File: config.mk
export PLATFORM = sky130hd
export DESIGN_NAME = mux_nne1_reg
export DESIGN_NICKNAME = d
export VERILOG_FILES = /design/src/rtl/mux_nne1_reg.sv
export SDC_FILE = /design/constraint.sdc
export NUM_CORES = 1
export LEC_CHECK = 0
export ABC_AREA = 1
export CELL_PAD_IN_SITES_DETAIL_PLACEMENT = 0
export CELL_PAD_IN_SITES_GLOBAL_PLACEMENT = 2
export CORE_MARGIN = 2
export CORE_UTILIZATION = 17
export DETAILED_ROUTE_END_ITERATION = 8
export PLACE_DENSITY_LB_ADDON = 0.1
export SLEW_MARGIN = 10
export SYNTH_ARGS = -nofsm -noshare
export SYNTH_HDL_FRONTEND = slang
export SYNTH_SLANG_ARGS = --single-unit
File: constraint.sdc
create_clock -name Clock -period 1.7 [get_ports Clock]
set_clock_uncertainty 0.05 [all_clocks]
set_input_delay 0.34 -clock Clock [delete_from_list [all_inputs] [get_ports Clock]]
set_output_delay 0.34 -clock Clock [all_outputs]
set_load 0.005 [all_outputs]
File: src/rtl/mux_nne1_reg.sv
// mux_nne1_reg -- registered N-to-1 word multiplexer with valid/ready handshake.
//
// Selects one of NUM_INPUTS channels of WIDTH bits and registers the result.
// The select is either the external S (Mode=0) or an internal round-robin scan
// counter (Mode=1) that advances on every accepted word taken in scan mode.
// A select beyond the last channel still completes a transfer, returning zero
// with Gabim set.
//
// Build option: define MUXNNE1_SKID_EN to add a one-entry skid register behind
// the output stage. HyrjaReady then comes straight from a flop ("skid empty"),
// so there is no combinational path from RezReady to HyrjaReady. Without the
// macro, HyrjaReady = !RezValid || RezReady.
//
// Ports:
//   Clock       in   rising-edge clock
//   Reset       in   synchronous, active-high reset
//   Hyrja       in   NUM_INPUTS*WIDTH flattened channels, channel k at [k*WIDTH +: WIDTH]
//   S           in   SEL_W external channel select (Mode=0)
//   Mode        in   0 = external select, 1 = auto-scan
//   HyrjaValid  in   input word/select valid
//   HyrjaReady  out  block accepts this cycle
//   Rez         out  WIDTH registered selected word
//   RezValid    out  Rez holds an unconsumed result
//   RezReady    in   downstream consumes Rez this cycle
//   RezKanali   out  SEL_W channel index that produced Rez
//   Gabim       out  Rez came from an out-of-range select
module mux_nne1_reg #(
  parameter int WIDTH      = 16,
  parameter int NUM_INPUTS = 6,
  parameter int SEL_W      = 3
) (
  input  logic                        Clock,
  input  logic                        Reset,
  input  logic [NUM_INPUTS*WIDTH-1:0] Hyrja,
  input  logic [SEL_W-1:0]            S,
  input  logic                        Mode,
  input  logic                        HyrjaValid,
  output logic                        HyrjaReady,
  output logic [WIDTH-1:0]            Rez,
  output logic                        RezValid,
  input  logic                        RezReady,
  output logic [SEL_W-1:0]            RezKanali,
  output logic                        Gabim
);

  logic [SEL_W-1:0] r_cnt;
  logic [SEL_W-1:0] w_cnt_nxt;
  logic [SEL_W-1:0] w_sel_p0;
  logic [WIDTH-1:0] w_word_p0;
  logic             w_oor_p0;
  logic             w_acc;
  logic             w_pop;

  logic [WIDTH-1:0] r_rez_p1;
  logic [SEL_W-1:0] r_kan_p1;
  logic             r_gab_p1;
  logic             r_vld_p1;

  // Stage p0: select resolution and channel mux
  assign w_sel_p0 = Mode ? r_cnt : S;
  assign w_oor_p0 = (32'(w_sel_p0) >= NUM_INPUTS);

  // Only legal channels are scanned, so an out-of-range select yields zero.
  always_comb begin
    w_word_p0 = '0;
    for (int k = 0; k < NUM_INPUTS; k++) begin
      if (w_sel_p0 == SEL_W'(k)) w_word_p0 = Hyrja[k*WIDTH +: WIDTH];
    end
  end

  // Scan counter wraps at the last legal channel so scan mode never errors.
  assign w_cnt_nxt = (r_cnt == SEL_W'(NUM_INPUTS - 1)) ? '0 : r_cnt + 1'b1;

  assign w_acc = HyrjaValid && HyrjaReady;
  assign w_pop = r_vld_p1 && RezReady;

`ifdef MUXNNE1_SKID_EN
  logic [WIDTH-1:0] r_skid_rez;
  logic [SEL_W-1:0] r_skid_kan;
  logic             r_skid_gab;
  logic             r_skid_vld;

  assign HyrjaReady = !r_skid_vld;

  // Stage p1: output register with skid behind it
  always_ff @(posedge Clock) begin
    if (Reset) begin
      r_rez_p1   <= '0;
      r_kan_p1   <= '0;
      r_gab_p1   <= 1'b0;
      r_vld_p1   <= 1'b0;
      r_skid_rez <= '0;
      r_skid_kan <= '0;
      r_skid_gab <= 1'b0;
      r_skid_vld <= 1'b0;
      r_cnt      <= '0;
    end else begin
      if (r_skid_vld) begin
        // Input is blocked while the skid is full; drain it in order on pop.
        if (w_pop) begin
          r_rez_p1   <= r_skid_rez;
          r_kan_p1   <= r_skid_kan;
          r_gab_p1   <= r_skid_gab;
          r_skid_vld <= 1'b0;
        end
      end else if (w_acc) begin
        if (!r_vld_p1 || RezReady) begin
          r_rez_p1 <= w_word_p0;
          r_kan_p1 <= w_sel_p0;
          r_gab_p1 <= w_oor_p0;
          r_vld_p1 <= 1'b1;
        end else begin
          r_skid_rez <= w_word_p0;
          r_skid_kan <= w_sel_p0;
          r_skid_gab <= w_oor_p0;
          r_skid_vld <= 1'b1;
        end
      end else if (w_pop) begin
        r_vld_p1 <= 1'b0;
      end
      if (w_acc && Mode) r_cnt <= w_cnt_nxt;
    end
  end
`else
  assign HyrjaReady = !r_vld_p1 || RezReady;

  // Stage p1: output register
  always_ff @(posedge Clock) begin
    if (Reset) begin
      r_rez_p1 <= '0;
      r_kan_p1 <= '0;
      r_gab_p1 <= 1'b0;
      r_vld_p1 <= 1'b0;
      r_cnt    <= '0;
    end else begin
      // Accept has priority over pop: a same-cycle pop+accept keeps valid high.
      if (w_acc) begin
        r_rez_p1 <= w_word_p0;
        r_kan_p1 <= w_sel_p0;
        r_gab_p1 <= w_oor_p0;
        r_vld_p1 <= 1'b1;
      end else if (w_pop) begin
        r_vld_p1 <= 1'b0;
      end
      if (w_acc && Mode) r_cnt <= w_cnt_nxt;
    end
  end
`endif

  assign Rez       = r_rez_p1;
  assign RezValid  = r_vld_p1;
  assign RezKanali = r_kan_p1;
  assign Gabim     = r_gab_p1;

endmodule

==> results of run 1 <==
state kept, by name, summed over array words and instances (netlist names):
| name | cells |
|---|---|
| Rez | 16 |
| r_cnt | 3 |
| Gabim | 1 |
| RezValid | 1 |
| RezKanali | 3 |
synth_stat cells, drive strengths merged:
cell,n
nand2,82
inv,40
a21oi,36
nor2,36
nand3,35
dfxtp,24
nand4,16
o211ai,16
clkbuf,11
buf,8
o21ai,3
a211oi,2
nor3,2
o21ba,1
o32ai,1
stage by stage:
stage                     hold slack, ns  total power [W]  cell area (um^2)  cells
after global routing              0.4330         0.002158              3727    593
final                             0.4168         0.002024              3727    593
after CTS                         0.4187         0.002036              3632    590
after floorplan                   0.3685        0.0009468              1923    313
after detailed placement          0.4088         0.001445              3527    586
after global placement            0.4039         0.001450              3527    586
final timing paths:
check	from	to	slack, ns	depth (start not counted)
worst max-delay path	r_cnt[0]	Rez[10]	0.13	9
worst min-delay path	RezKanali[2]	RezKanali[2]	0.42	2
worst max register to register	r_cnt[0]	Rez[10]	0.13	9
worst min register to register	RezKanali[2]	RezKanali[2]	0.42	2
layout make-up:
cell class / count / area [um^2] / area share, %
Clock buffer: 4 / 88.84 / 2.383
Multi-Input combinational cell: 230 / 1264 / 33.90
Inverter: 40 / 152.6 / 4.095
Sequential cell: 24 / 481.7 / 12.92
Timing Repair Buffer: 155 / 1565 / 41.99
Tap cell: 140 / 175.2 / 4.700
timing repair:
action                                  CTS  global route
gates resized for setup                   6            20
endpoints found under the setup margin   19            19
endpoints found under the hold margin     0             0
buffers inserted                          0             2
pin swaps                                 0             3
gates cloned                              0             1
power by group:
group / total (W) / internal (W) / switching [W]
Sequential: 0.000625 / 0.000601 / 0.0000233
Combinational: 0.000822 / 0.000462 / 0.000360
Clock: 0.000577 / 0.000360 / 0.000217
logic make-up after synthesis:
family          after synthesis  share of synthesized area, %
simple gates                171                         42.03
compound gates               59                         20.49
buf+inv                      59                         12.49
flops                        24                         24.98
routing by layer:
layer / routed length (um) / track usage (%) / vias up / share of wire [%]
met2: 4256 / 25.64 / 83 / 49
met3: 632 / 2.881 / 2 / 7.2
met5: 0 / 0 / - / 0
met4: 25 / 1.875 / 0 / 0.29
li1: - / - / 1316 / -
met1: 3841 / 17.77 / 1090 / 44
critical path, cell delays in order, from the launching register on:
cell and delay (ns):
dfxtp_2 0.37, nand2_2 0.07, nand2_4 0.08, inv_4 0.06
nor3_4 0.35, clkbuf_16 0.23, nand2_2 0.04, nand3_1 0.08
nand2_1 0.07, a21oi_2 0.11
==> flow_metrics.py, run 1 <==
metrics = {
    "min_path": {
        "hold_path.class": "flop to flop",
    },
    "grt": {
        "gr-total-overflow": 0,
        "grt_max_degree": 33,
        "grt_use_total_pct": 14.19,
        "grt_pass1_wl_um": 13090,
        "antenna_found_initial": 0,
        "grt_pass1_vias": 2519,
    },
    "floorplanning": {
        "die_w_um": 110.4,
        "initial_core_util_pct": 17.59,
        "io_pins": 126,
        "die-area_um2": 12180,
        "die_y_um": 110.4,
        "core-area_um2": 10940,
        "num_rows": 38,
    },
    "cts": {
        "h-tree-depth": 1,
        "tritoncts": "yes",
        "cts_root_buf": "clkbuf_16",
        "insertion_delay_ns": 0.26,
        "cts_buffer_depth": 2,
        "cts.sinks": 24,
        "cts_buffers": 3,
        "cts_hold_buf": 0,
        "clkTransAtPathRegs_ns": 0.07,
    },
    "timing": {
        "setup_slack_ns": 0.1336,
        "drv_slew": 0,
        "finalSetupViolCount": 0,
        "worstMarginPinSlew_ns": 0.3501,
        "slew_headroom_pct": 76.59,
        "setup_tns_ns": 0,
        "fmax_ghz": 0.6384,
        "layout_min_cycle_time_ns": 1.566,
        "hold_viol": 0,
        "period_share_pct": 92.14,
        "grt_setup_unrepaired": "no",
    },
    "worst_setup_path": {
        "worst_ep_arrival_time_ns": 1.72,
        "end_kind": "flop",
        "path_max_fanout": 6,
        "cp.required_ns": 1.85,
        "startpoint_type": "flop",
        "path_class": "flop to flop",
    },
    "yosys": {
        "synth_fp_nets": 417,
        "synth_cells": 313,
        "ys.warnings.count": 0,
        "synth.cell_area_um2": 1923,
        "yosysTopAreaCell": "dfxtp_1",
        "synth.avg_cell_area_um2": 6.144,
        "synth-seq-cells": 24,
        "ys_seq_area_share_pct": 24.98,
        "yosys.area.top_type_share_pct": 24.98,
        "synth_area_leaders": "dfxtp_1 (25%), nand2_1 (13%), nand3_1 (8.8%), inv_1 (7.4%), nor2_1 (6.8%)",
        "synthDistinctLibCells": 24,
    },
    "drt": {
        "drt_iter0_drc": 71,
        "routed_wl_um": 8756,
        "drt_pass1_iterations": 4,
        "ant_nets": 0,
        "drcViolationCount": 0,
        "vias": 2491,
        "vias_per_cell": 4.201,
        "wire_per_inst_um": 14.77,
    },
    "pwr": {
        "leakagePower_nw": 1.604,
        "power_density_nw_per_um2": 543.1,
        "ir_worst_vdd_mv": 0.3321,
    },
    "cells_and_area": {
        "final_cell_mix": "clkdlybuf4s50_1 (120), nand2_1 (66), inv_1 (37)",
        "final_common_cell": "clkdlybuf4s50_1",
        "diodes": 0,
        "nets": 558,
        "fin_util_pct": 34.08,
        "drive_gt1_share_pct": 18.10,
        "area_delta_synth_final_pct": 93.82,
        "fillers": 1236,
    },
    "run": {
        "drv_cap": 0,
    },
    "place": {
        "place_ws_ns": -0.4688,
        "gp_congestion": 0.7772,
        "dp_hpwl_um": 7041,
        "io_buffers": 125,
    },
    "outcome": {
        "status": "complete, no violations",
    },
}
Note: power is estimated with default switching activity, not from simulation.
==> run 2, diff against run 1 <==
--- a/config.mk
+++ b/config.mk
@@ -10,3 +10,2 @@
 export CELL_PAD_IN_SITES_GLOBAL_PLACEMENT = 2
-export CORE_MARGIN = 2
 export CORE_UTILIZATION = 17
--- a/constraint.sdc
+++ b/constraint.sdc
@@ -4,2 +4,2 @@
 set_output_delay 0.34 -clock Clock [all_outputs]
-set_load 0.005 [all_outputs]
+set_load 0.05 [all_outputs]
==> flow_metrics.py, run 2 (synthesis results as in run 1) <==
metrics = {
    "worst_setup_path": {
        "critical_path.slowest_cell": "clkdlybuf4s15_2",
        "path_max_fanout": 16,
        "worstReg2RegStart": "r_cnt[2]",
        "crit_top_cell": "nand2_2",
        "path_class": "primary input to flop",
        "end_kind": "flop",
        "startpoint_type": "primary input",
        "cp.required_ns": 1.80,
        "cp_top_family": "simple AND/OR/NAND/NOR gates",
        "crit_chain": "clkdlybuf4s15_2, inv_4, nand2_2, nand2_4, buf_6, nor2_4, buf_12, nand3_1, nand2_1, nor2_2, nand3_2, nand2_2, a21oi_1",
        "cp_slowest_stage_delay_ns": 0.26,
        "worst_ep_arrival_time_ns": 1.71,
        "critPathBufInv": 4,
        "critical_path.startpoint": "Mode",
    },
    "grt": {
        "gr-total-overflow": 0,
        "grt_use_total_pct": 14.99,
        "grt_pass1_wl_um": 13520,
        "grt_max_degree": 33,
        "antenna_found_initial": 0,
        "grt_pass1_vias": 2673,
    },
    "timing": {
        "fmax_ghz": 0.6232,
        "layout_min_cycle_time_ns": 1.605,
        "slew_headroom_pct": 81.85,
        "setup_tns_ns": 0,
        "worstMarginPinSlew_ns": 0.2714,
        "finalSetupViolCount": 0,
        "drv_slew": 0,
        "setup_slack_ns": 0.09534,
        "period_share_pct": 94.39,
        "hold_viol": 0,
    },
    "cts": {
        "insertion_delay_ns": 0.26,
        "clkTransAtPathRegs_ns": 0.06,
        "cts_root_buf": "clkbuf_16",
        "cts_buffer_depth": 2,
        "cts.sinks": 24,
        "tritoncts": "yes",
        "cts_buffers": 3,
        "h-tree-depth": 1,
    },
    "cells_and_area": {
        "fin_util_pct": 35.32,
        "nets": 563,
        "final_cell_mix": "clkdlybuf4s50_1 (99), nand2_1 (61), buf_4 (42)",
        "fin_area_um2": 3862,
        "final_common_cell": "clkdlybuf4s50_1",
        "drive_gt1_share_pct": 28.17,
        "diodes": 0,
        "largest_reg_flops": 16,
        "area_delta_synth_final_pct": 100.8,
    },
    "drt": {
        "vias_per_cell": 4.299,
        "drt_iter0_drc": 43,
        "drt_pass1_iterations": 6,
        "vias": 2571,
        "drcViolationCount": 0,
        "ant_nets": 0,
        "routed_wl_um": 8955,
        "wire_per_inst_um": 14.97,
    },
    "place": {
        "gp_congestion": 0.7850,
        "place_ws_ns": -0.5217,
        "dp_hpwl_um": 6850,
        "io_buffers": 125,
        "placed_cell_area_um2": 3486,
    },
    "pwr": {
        "ir_worst_vdd_mv": 0.3710,
        "power_density_nw_per_um2": 597.0,
        "p_seq_share_pct": 27.1,
        "swShare_pct": 32.52,
        "p_sw_w": 0.0007500,
        "leakagePower_nw": 1.717,
        "p_int_w": 0.001556,
        "p_comb_share_pct": 43.5,
        "clkPwrFrac_pct": 29.4,
    },
    "min_path": {
        "worstHoldStart": "Rez[1]",
        "hold_path.class": "flop to flop",
    },
    "run": {
        "drv_cap": 0,
    },
    "outcome": {
        "status": "complete, no violations",
    },
    "floorplanning": {
        "die_w_um": 108.4,
        "num_rows": 38,
        "initial_core_util_pct": 17.59,
        "core-area_um2": 10940,
        "io_pins": 126,
        "die-area_um2": 11740,
        "die_y_um": 108.4,
    },
}
==> run 2: cell type report <==
class / count / area [um^2]
Fill cell: 1196 / 7073
Timing Repair Buffer: 159 / 1595
Inverter: 40 / 160.2
Clock inverter: 1 / 30.03
Clock buffer: 3 / 75.07
Tap cell: 140 / 175.2
Multi-Input combinational cell: 231 / 1345
Sequential cell: 24 / 481.7
==> run 2: per-layer routing <==
metal	GRT usage (%)	vias to the layer above	part of all wire, %
li1	-	1331	-
met1	18.14	1161	45
met2	28.53	77	50
met3	2.773	2	5.6
met4	0.6757	0	0.23
met5	0	-	0
==> run 2: path summary, 6_finish.rpt <==
| kind | endpoint | slack [ns] | depth (start not counted) |
|---|---|---|---|
| hold reg to reg | Rez[1] | 0.42 | 2 |
| setup / recovery | Rez[0] | 0.1 | 13 |
| setup reg to reg | Rez[0] | 0.1 | 11 |
| hold / removal | Rez[1] | 0.42 | 2 |
==> run 2: per-stage QoR <==
stage                     power (W)  instances  hold slack, ns
after floorplan            0.001073        313          0.3685
after global placement     0.001572        584          0.4074
after detailed placement   0.001569        584          0.4089
after CTS                  0.002301        594          0.4208
after global routing       0.002442        598          0.4430
final                      0.002306        598          0.4170
==> run 2: power groups by stage <==
| stage | Sequential (W) | Clock, W | Combinational [W] |
|---|---|---|---|
| after CTS | 0.000625 | 0.000696 | 0.000979 |
| after global routing | 0.000629 | 0.000727 | 0.00109 |
| after floorplan | 0.000757 | 0 | 0.000316 |
| after global placement | 0.000638 | 0 | 0.000934 |
| after detailed placement | 0.000638 | 0 | 0.000931 |
| final | 0.000624 | 0.000679 | 0.00100 |
==> run 2: repair_timing <==
action                     CTS  global route
gates resized for setup     18            36
gates cloned                 2             1
setup buffers                4             3
pin swaps                    5            12
setup endpoints to repair   16            16
hold buffers                 0             0
==> run 2: worst register-to-register path, cell delays in order (launching register included) <==
cell and delay [ns]:
dfxtp_1 0.31, inv_2 0.09, nand2_2 0.07, o21ai_4 0.07, buf_4 0.18, buf_4 0.13, nor3_4 0.03, buf_4 0.14
buf_12 0.13, a21oi_1 0.15, nand2_2 0.09, a21oi_1 0.11
